`src/rtl/fpu_arbiter.sv`:
```
// fpu_arbiter: shares one FP_Unit between two cores.
//
// Each core raises in_reqN with its operands and op, and waits (out_stallN)
// until its one-cycle out_validN pulse. A round-robin pointer picks the core
// when both ask in the same cycle. Exactly one operation is in flight at a
// time. ADD/SUB/MUL have a fixed latency. DIV follows the FP_Unit stall,
// waits SETTLE_CYC cycles after it drops, and gives up after DIV_TIMEOUT
// cycles with a quiet NaN.
//
// Ports:
//   in_Clk, in_Rst                 clock, synchronous active-high reset
//   in_reqN, in_rs1_N, in_rs2_N,   core N request, operands and op
//   in_opN                         (00 ADD, 01 SUB, 10 MUL, 11 DIV)
//   out_stallN, out_validN         core N stall and result-valid pulse
//   out_result, out_timeout        shared result, divide-timeout flag
//   out_fpu_rs1/rs2/op/start       FP_Unit command
//   in_fpu_data, in_fpu_stall      FP_Unit result and busy
module fpu_arbiter #(
  parameter int SETTLE_CYC  = 2,
  parameter int DIV_TIMEOUT = 64
) (
  input  logic        in_Clk,
  input  logic        in_Rst,
  input  logic        in_req0,
  input  logic        in_req1,
  input  logic [31:0] in_rs1_0,
  input  logic [31:0] in_rs2_0,
  input  logic [31:0] in_rs1_1,
  input  logic [31:0] in_rs2_1,
  input  logic [1:0]  in_op0,
  input  logic [1:0]  in_op1,
  output logic        out_stall0,
  output logic        out_stall1,
  output logic        out_valid0,
  output logic        out_valid1,
  output logic [31:0] out_result,
  output logic        out_timeout,
  output logic [31:0] out_fpu_rs1,
  output logic [31:0] out_fpu_rs2,
  output logic [1:0]  out_fpu_op,
  output logic        out_fpu_start,
  input  logic [31:0] in_fpu_data,
  input  logic        in_fpu_stall
);

  localparam int CNT_MAX   = (DIV_TIMEOUT > SETTLE_CYC) ? DIV_TIMEOUT : SETTLE_CYC;
  localparam int CNT_W_RAW = $clog2(CNT_MAX + 1);
  localparam int CNT_W     = (CNT_W_RAW < 1) ? 1 : CNT_W_RAW;

  localparam logic [CNT_W-1:0] DIV_LAST    = CNT_W'(DIV_TIMEOUT - 1);
  localparam logic [CNT_W-1:0] SETTLE_LAST = CNT_W'((SETTLE_CYC > 0) ? SETTLE_CYC - 1 : 0);
  localparam logic [31:0]      QNAN        = 32'h7fc00000;
  localparam logic [1:0]       OP_DIV      = 2'b11;

  typedef enum logic [2:0] {
    IDLE,
    ISSUE,
    DIV_WAIT,
    SETTLE,
    CAPTURE,
    DONE
  } state_t;

  state_t           state;
  state_t           state_nxt;
  logic             prio;
  logic             owner;
  logic             timed_out;
  logic [CNT_W-1:0] cnt;
  logic             grant;
  logic             grant_core;
  logic             div_expire;

  // Next-state logic and grant selection.
  // In DIV_WAIT the first cycle (cnt == 0) ignores the stall input because
  // the FP_Unit only raises its stall one cycle after start. A stall drop
  // wins over a timeout when both happen in the last allowed cycle.
  always_comb begin
    state_nxt  = state;
    grant      = 1'b0;
    grant_core = 1'b0;
    div_expire = 1'b0;
    case (state)
      IDLE: begin
        if (in_req0 && in_req1) begin
          grant      = 1'b1;
          grant_core = prio;
        end else if (in_req0) begin
          grant      = 1'b1;
          grant_core = 1'b0;
        end else if (in_req1) begin
          grant      = 1'b1;
          grant_core = 1'b1;
        end
        if (grant) begin
          state_nxt = ISSUE;
        end
      end
      ISSUE: begin
        state_nxt = (out_fpu_op == OP_DIV) ? DIV_WAIT : CAPTURE;
      end
      DIV_WAIT: begin
        if ((cnt != '0) && !in_fpu_stall) begin
          state_nxt = (SETTLE_CYC == 0) ? CAPTURE : SETTLE;
        end else if (cnt == DIV_LAST) begin
          state_nxt  = DONE;
          div_expire = 1'b1;
        end
      end
      SETTLE: begin
        if (cnt == SETTLE_LAST) begin
          state_nxt = CAPTURE;
        end
      end
      CAPTURE: state_nxt = DONE;
      DONE:    state_nxt = IDLE;
      default: state_nxt = IDLE;
    endcase
  end

  // State, counter, latched command and result registers.
  // The counter restarts on every state change so it measures time spent
  // in the current DIV_WAIT or SETTLE visit.
  always_ff @(posedge in_Clk) begin
    if (in_Rst) begin
      state       <= IDLE;
      prio        <= 1'b0;
      owner       <= 1'b0;
      timed_out   <= 1'b0;
      cnt         <= '0;
      out_result  <= '0;
      out_fpu_rs1 <= '0;
      out_fpu_rs2 <= '0;
      out_fpu_op  <= '0;
    end else begin
      state <= state_nxt;
      if (state_nxt != state) begin
        cnt <= '0;
      end else if ((state == DIV_WAIT) || (state == SETTLE)) begin
        cnt <= cnt + 1'b1;
      end
      if (grant) begin
        owner       <= grant_core;
        prio        <= ~grant_core;
        timed_out   <= 1'b0;
        out_fpu_rs1 <= grant_core ? in_rs1_1 : in_rs1_0;
        out_fpu_rs2 <= grant_core ? in_rs2_1 : in_rs2_0;
        out_fpu_op  <= grant_core ? in_op1   : in_op0;
      end
      if (state == CAPTURE) begin
        out_result <= in_fpu_data;
      end
      if (div_expire) begin
        out_result <= QNAN;
        timed_out  <= 1'b1;
      end
    end
  end

  // Pulses are forced low while reset is held, even before the first
  // reset edge has cleared the state register.
  assign out_fpu_start = ~in_Rst & (state == ISSUE);
  assign out_valid0    = ~in_Rst & (state == DONE) & ~owner;
  assign out_valid1    = ~in_Rst & (state == DONE) &  owner;
  assign out_timeout   = ~in_Rst & (state == DONE) &  timed_out;
  assign out_stall0    = in_req0 & ~out_valid0;
  assign out_stall1    = in_req1 & ~out_valid1;

endmodule

```
`config.mk`:
```
export PLATFORM = sky130hd
export DESIGN_NAME = fpu_arbiter
export DESIGN_NICKNAME = d
export VERILOG_FILES = /design/src/rtl/fpu_arbiter.sv
export SDC_FILE = /design/constraint.sdc
export NUM_CORES = 1
export LEC_CHECK = 0
export ABC_CLOCK_PERIOD_IN_PS = 1900
export BUFFER_PORTS_ARGS = -buffer_cell sky130_fd_sc_hd__buf_2
export CORE_ASPECT_RATIO = 1.1
export CORE_MARGIN = 3
export CORE_UTILIZATION = 39
export DETAILED_ROUTE_END_ITERATION = 6
export PLACE_DENSITY = 0.75
export SETUP_SLACK_MARGIN = 0.3
export SYNTH_ARGS = -nofsm -noshare
export SYNTH_HDL_FRONTEND = slang
export SYNTH_SLANG_ARGS = --single-unit
```
`constraint.sdc`:
```
create_clock -name in_Clk -period 1.9 [get_ports in_Clk]
set_clock_uncertainty 0.1 [all_clocks]
set_input_delay 0.38 -clock in_Clk [delete_from_list [all_inputs] [get_ports in_Clk]]
set_output_delay 0.38 -clock in_Clk [all_outputs]
set_load 0.01 [all_outputs]
```
==> results of run 1 <==
==> power groups by stage <==
stage / combinational, W / sequential [W] / clock, W
floorplan: 0.00110 / 0.00304 / 0
global placement: 0.00194 / 0.00289 / 0
detailed placement: 0.00200 / 0.00291 / 0
CTS: 0.00244 / 0.00286 / 0.00213
global route: 0.00337 / 0.00291 / 0.00225
finish: 0.00320 / 0.00288 / 0.00210
==> state kept, by name, summed over array words and instances (netlist names) <==
name         count
out_fpu_rs1     32
out_fpu_op       2
state            3
out_result      32
timed_out        1
prio             1
owner            1
out_fpu_rs2     32
cnt              7
==> per-stage QoR <==
stage | util (%) | std cells | setup WS (ps)
floorplan | - | 531 | 205
global placement | 54.5 | 922 | 75.1
detailed placement | 54.5 | 922 | -35.8
CTS | 62.9 | 961 | -29.0
global route | 70.2 | 983 | -121
finish | 70.2 | 983 | -38.6
==> cell type report <==
| cell class | count | area share [%] |
|---|---|---|
| inverter | 3 | 0.207 |
| tap | 147 | 2.34 |
| sequential | 111 | 28.6 |
| clock buffer | 11 | 3.21 |
| clock inverter | 4 | 0.985 |
| multi-input combinational | 372 | 35.5 |
| timing repair buffer | 334 | 29.2 |
| antenna | 1 | 0.0318 |
==> worst max-delay path, stage by stage, from the launching register on <==
cell,delay (ps)
dfxtp_4,360
nor4bb_4,340
buf_4,170
and2_4,140
buf_6,100
==> synth_stat cells (4+ instances only) <==
cell	instances	area, sq um
xor2_1	4	35.0
buf_4	11	82.6
nor2b_1	7	43.8
buf_6	4	45.0
dfxtp_1	111	2220
nor3_2	8	80.1
nand2_1	137	514
a22oi_1	66	495
a21oi_1	96	480
nor2_1	7	26.3
clkbuf_1	17	63.8
a31oi_1	10	62.6
buf_2	12	60.1
==> kinds of logic (layout without fill, tap and decap cells) <==
kind of cell | count (synthesis) | in the layout | share of synthesized area, %
AOI/OAI and AO/OA | 182 | 182 | 25.4
and+or+nand+nor | 181 | 181 | 18.3
DFF | 111 | 111 | 48.4
buffers and inverters | 48 | 352 | 5.89
xor gates and xnor gates | 6 | 6 | 1.15
adders and majority gates | 3 | 3 | 0.818
other | 0 | 1 | 0
==> timing repair <==
action | in CTS | in global routing
resized for setup | 67 | 146
cloned | 8 | 6
pin swaps | 10 | 51
buffers inserted | 16 | 15
endpoints found under the setup margin | 115 | 117
==> per-layer routing <==
layer	wire length, microns	global-route usage (%)	up-vias
met2	9620	43.1	282
met3	1530	6.99	38
met1	7000	27.1	2507
met4	592	10.6	0
li1	-	-	2467
met5	0	0	-
==> how the worst max path moves through the flow <==
stage | from | end | slack (ps) | cells past startpoint
floorplan | cnt[0] | cnt[0] | 210 | 6
global route | state[1] | out_timeout | -120 | 4
global placement | in_req1 | out_fpu_rs2[22] | 80 | 6
CTS | state[2] | out_stall0 | -30 | 4
finish | state[1] | out_timeout | -40 | 4
detailed placement | state[2] | out_fpu_rs1[12] | -40 | 5
==> impl_results.md, run 1 <==
* R2R depth at 8
* FF/Latch Area at roughly 2300 sq um
* Clk sink count at about 110
* Drt drc at 0
* Design Power at 0.00818 W
* Synth cell types at 42
* Drt total wl at between 15000 and 20000 microns
* Setup TNS at -85.0 ps
* Combinational power share at between 30% and 40%
* CP Max Fanout at 3
* Footprint of the multi-input gates at approximately 2800 sq um
* CTS tree: yes
* Hold Slack at ~170 ps
* Synth Net Count at 703
* Final hold viol count at 0
* Clock network power share at 25.7%
* Synth Flop Type: dfxtp_1
* Die height at ~120 microns
* Failing checks: negative setup slack
* Total placed instance area at 6110 sq um
* Layout Area Growth over Synthesis at 71.7%
* RSZ-0062 raised after global routing: true
* Min Tclk post-route at just under 2000 ps
* Grt total ovfl at 0
* Max-Cap Viols at 0
* CP Data Required Time at about 1400 ps
* Vias at between 5000 and 6000
* Ys async rst share at 0%
* CTS buffer count at 9
* Critical path endpoint category: output port
* Die Wd at approximately 110 microns
* Initial DRC Count at between 300 and 400
* Antenna-violating nets left at 0
* Final Worst Setup Slack at -38.6 ps
* WS Path Type: register to output port
* Starting Density at 40.9%
* Max Slew Vio Count at 0
* Yosys synthesis warning count at 0
* Relative slew slack at 62.1%
* CP Launch Type: register
* H-tree Lvls at 3
* Min-Delay Endpoint: out_fpu_rs1[16]
* Setup violators final at 3
* Net Sw Frac at approximately 34%
* Synth Cell Area at 4590 sq um
* Post-synthesis sequential area ratio at between 40% and 50%
* Hold Crit Start: in_rs1_0[16]
* Post-synth EDFFs at 0
* Area of the core at roughly 11000 sq um
* Worst r2r src: cnt[2]
* GPL Wtd Cong at between 0.8 and 0.9
* Power per standard cell area at approximately 1000 nW/um^2
* Die area at ~13000 sq um
* Status: finished, violations left
* Largest net degree at the start of global routing at 84
* Wirelength per Cell at roughly 19 microns
* Clock transition at path regs at roughly 70 ps
* Flops & latches, synth at about 110
* Final worst path period share at 102%
* Buffer levels on the longest clock path at 2
* Commonest non-fill, non-tap cell in the layout: buf_2
* P_sw at around 0.0028 W
* TritonRoute pass-1 iters at 6
* Hold Crit Depth at 3
* Fin nets at between 1000 and 1500
* Max VDD drop at ~0.62 mV
* Final instance area at roughly 7900 sq um
* Critical path arrival at 1460 ps
* Commonest cells after routing, fill and taps aside: buf_2, dfxtp_1, nand2_1, a21oi_2, a22oi_1
* Std-Cell Rows at 40
* Filler cells at approximately 830
* Achievable frequency at a little over 500 MHz
* Pint at 0.00541 W
* Worst min-delay path class: primary input to register
* Initial antenna violation count at 1
* Mapped Cells at around 530
* Seq pwr share at approximately a third
* Clock root buffer master: clkbuf_16
* I/O Buffers at about 270
* Syn_area_per_cell at 8.64 sq um
* Worst Tran Pin Value at 568 ps
* First-pass GRT wire length at 25300 microns
* Vias in the first global route at 5122
* Post-CTS Hold Fix Bufs at 0
* Routed vias/inst at roughly 5.4
* Pleak at 3.46 nW
* Reg2reg setup slack at approximately 10 ps
* All-layer global routing usage at between 20% and 30%
* Reg-to-Reg End: out_result[2]
* I/O Pins at ~270
* Share of layout cells above drive strength 1 at a little over 60%
* Post-detail-place hpwl at around 11000 microns
* Worst skew pair latency at ~350 ps
Note: power is estimated with default switching activity, not from simulation.
==> inputs of run 2 (changes only) <==
- PLACE_DENSITY: 0.75 -> 0.76
==> impl_results.md, run 2 (synthesis gave the netlist of run 1 again) <==
* RSZ-0062 raised after global routing: true
* Post-detail-place hpwl at 10100 microns
* CP Depth at 5
* Initial antenna violation count at 0
* Commonest cells after routing, fill and taps aside: buf_2, nand2_1, dfxtp_1, a21oi_1, a22oi_1
* Relative slew slack at approximately 73%
* Layout Area Growth over Synthesis at 51.0%
* Max VDD drop at 0.541 mV
* Drt drc at 0
* Buffer levels on the longest clock path at 2
* Pint at roughly 0.0047 W
* Largest registers: out_fpu_rs1 x32, out_fpu_rs2 x32, out_result x32
* Max-Cap Viols at 0
* Max Slew Vio Count at 0
* Clock transition at path regs at 80 ps
* Die area at approximately 13000 sq um
* Critical path endpoint category: output port
* First-pass GRT wire length at ~22000 microns
* Pleak at approximately 3.1 nW
* CP Max Fanout at 3
* Fin nets at roughly 980
* Clk sink count at 111
* Drt total wl at roughly 15000 microns
* I/O Buffers at around 270
* Hold Crit Start: in_rs2_0[31]
* Antenna-violating nets left at 0
* Crit path largest cell delay at between 300 and 400 ps
* Worst r2r src: state[1]
* H-tree Lvls at 3
* Final Worst Setup Slack at -41.5 ps
* Seq pwr share at between 40% and 50%
* CTS tree: yes
* Largest net degree at the start of global routing at between 80 and 90
* Power per standard cell area at 999 nW/um^2
* Ant. Diodes at 0
* Final worst path period share at 102%
* CTS buffer count at 9
* Die Wd at 109 microns
* I/O Pins at between 200 and 300
* Min Tclk post-route at approximately 1900 ps
* Reg2reg setup slack at around 20 ps
* Clock network power share at 27.9%
* Achievable frequency at 515 MHz
* R2R depth at 6
* End point of the critical path: out_stall0
* Share of layout cells above drive strength 1 at between 40% and 50%
* CP max stage cell: dfxtp_4
* Failing checks: negative setup slack
* Setup TNS at -82.6 ps
* Bufs and invs on worst path at 2
* Critical path's top delay family: simple AND/OR/NAND/NOR gates
* Critical path arrival at 1460 ps
* Grt total ovfl at 0
* Initial DRC Count at around 330
* All-layer global routing usage at between 20% and 30%
* Post-CTS Hold Fix Bufs at 0
* Final hold viol count at 0
* Net Sw Frac at 32.6%
* Combinational power share at 31.0%
* P_sw at around 0.0023 W
* Vias in the first global route at around 4500
* GPL Wtd Cong at between 0.8 and 0.9
* Wirelength per Cell at around 15 microns
* Clock root buffer master: clkbuf_16
* CP Data Required Time at around 1400 ps
* Worst min-delay path class: primary input to register
* Die height at 120 microns
* Routed vias/inst at approximately 5.1
* Setup violators final at 3
* Pre-CTS WS at 28.3 ps
* Std-Cell Rows at 40
* Worst Tran Pin Value at slightly above 400 ps
* WS Path Type: register to output port
* Hold Slack at 168 ps
* TritonRoute pass-1 iters at 5
* Status: finished, violations left
* Commonest non-fill, non-tap cell in the layout: buf_2
* Area of the core at about 11000 sq um
* Vias at around 5000
* Cells along the critical path: nor4bb_4 -> buf_4 -> nor2b_4 -> nor2b_1 -> buf_2
* CP Launch Type: register
* Crit path from: state[1]
* Filler cells at a little under 1000
* Worst skew pair latency at roughly 340 ps
* Starting Density at between 40% and 50%
* Reg-to-Reg End: out_fpu_rs2[0]
run 2: cell types whose count changed in the layout (fill, tap and decap cells not counted), moves of 5 or more:
cell,change
a21oi_1,+48
nand2_1,+45
a22oi_1,+7
a22oi_2,-7
dfxtp_1,+5
buf_16,-7
buf_6,-8
nand2_2,-37
nand2_4,-8
buf_8,-5
a21oi_2,-46
run 2: worst min-delay path by stage:
stage,to,depth (start not counted)
after floorplan,timed_out,2
after global placement,out_result[6],2
after detailed placement,out_result[3],2
after CTS,out_fpu_rs2[3],3
after global routing,out_fpu_rs2[4],3
final,out_fpu_rs2[31],3
run 2: what timing repair did:
item	in CTS	in global routing
cloned	0	4
setup buffers	9	3
pin swaps	21	15
endpoints found under the setup margin	116	117
resized for setup	42	14
run 2: stage by stage:
step	instance area, sq um	util (%)	total power (W)	instances
after floorplan	4650	-	0.00414	531
after global placement	6170	55.0	0.00491	925
after detailed placement	6170	55.0	0.00493	925
after CTS	6730	60.0	0.00694	950
after global routing	6930	61.8	0.00728	957
final	6930	61.8	0.00692	957
run 2: final cells by class:
type | count | area, sq um | area share [%]
clock buffer | 11 | 243 | 3.50
clock inverter | 5 | 65.1 | 0.939
inverter | 3 | 13.8 | 0.199
multi-input combinational | 372 | 2380 | 34.4
sequential | 111 | 2230 | 32.3
tap | 147 | 184 | 2.65
timing repair buffer | 308 | 1810 | 26.1
run 2: layer usage:
metal	GRT usage (%)	vias to the layer above	share of wire, %
met5	0	-	0
met4	5.92	0	1.3
met3	5.49	17	9.1
met2	35.4	233	50
met1	24.3	2247	40
li1	-	2410	-
run 2: power by group through the flow:
stage               Clock (W)  Sequential [W]  Combinational [W]
floorplan                   0         0.00304            0.00110
global placement            0         0.00288            0.00202
detailed placement          0         0.00289            0.00204
CTS                   0.00197         0.00284            0.00212
global route          0.00204         0.00288            0.00236
finish                0.00193         0.00285            0.00215
run 2: worst register-to-register path: stages (launching register included):
cell	delay, ps
dfxtp_4	370
buf_4	150
nor3_2	330
and3_4	350
buf_12	230
a22oi_1	120
a21oi_1	170
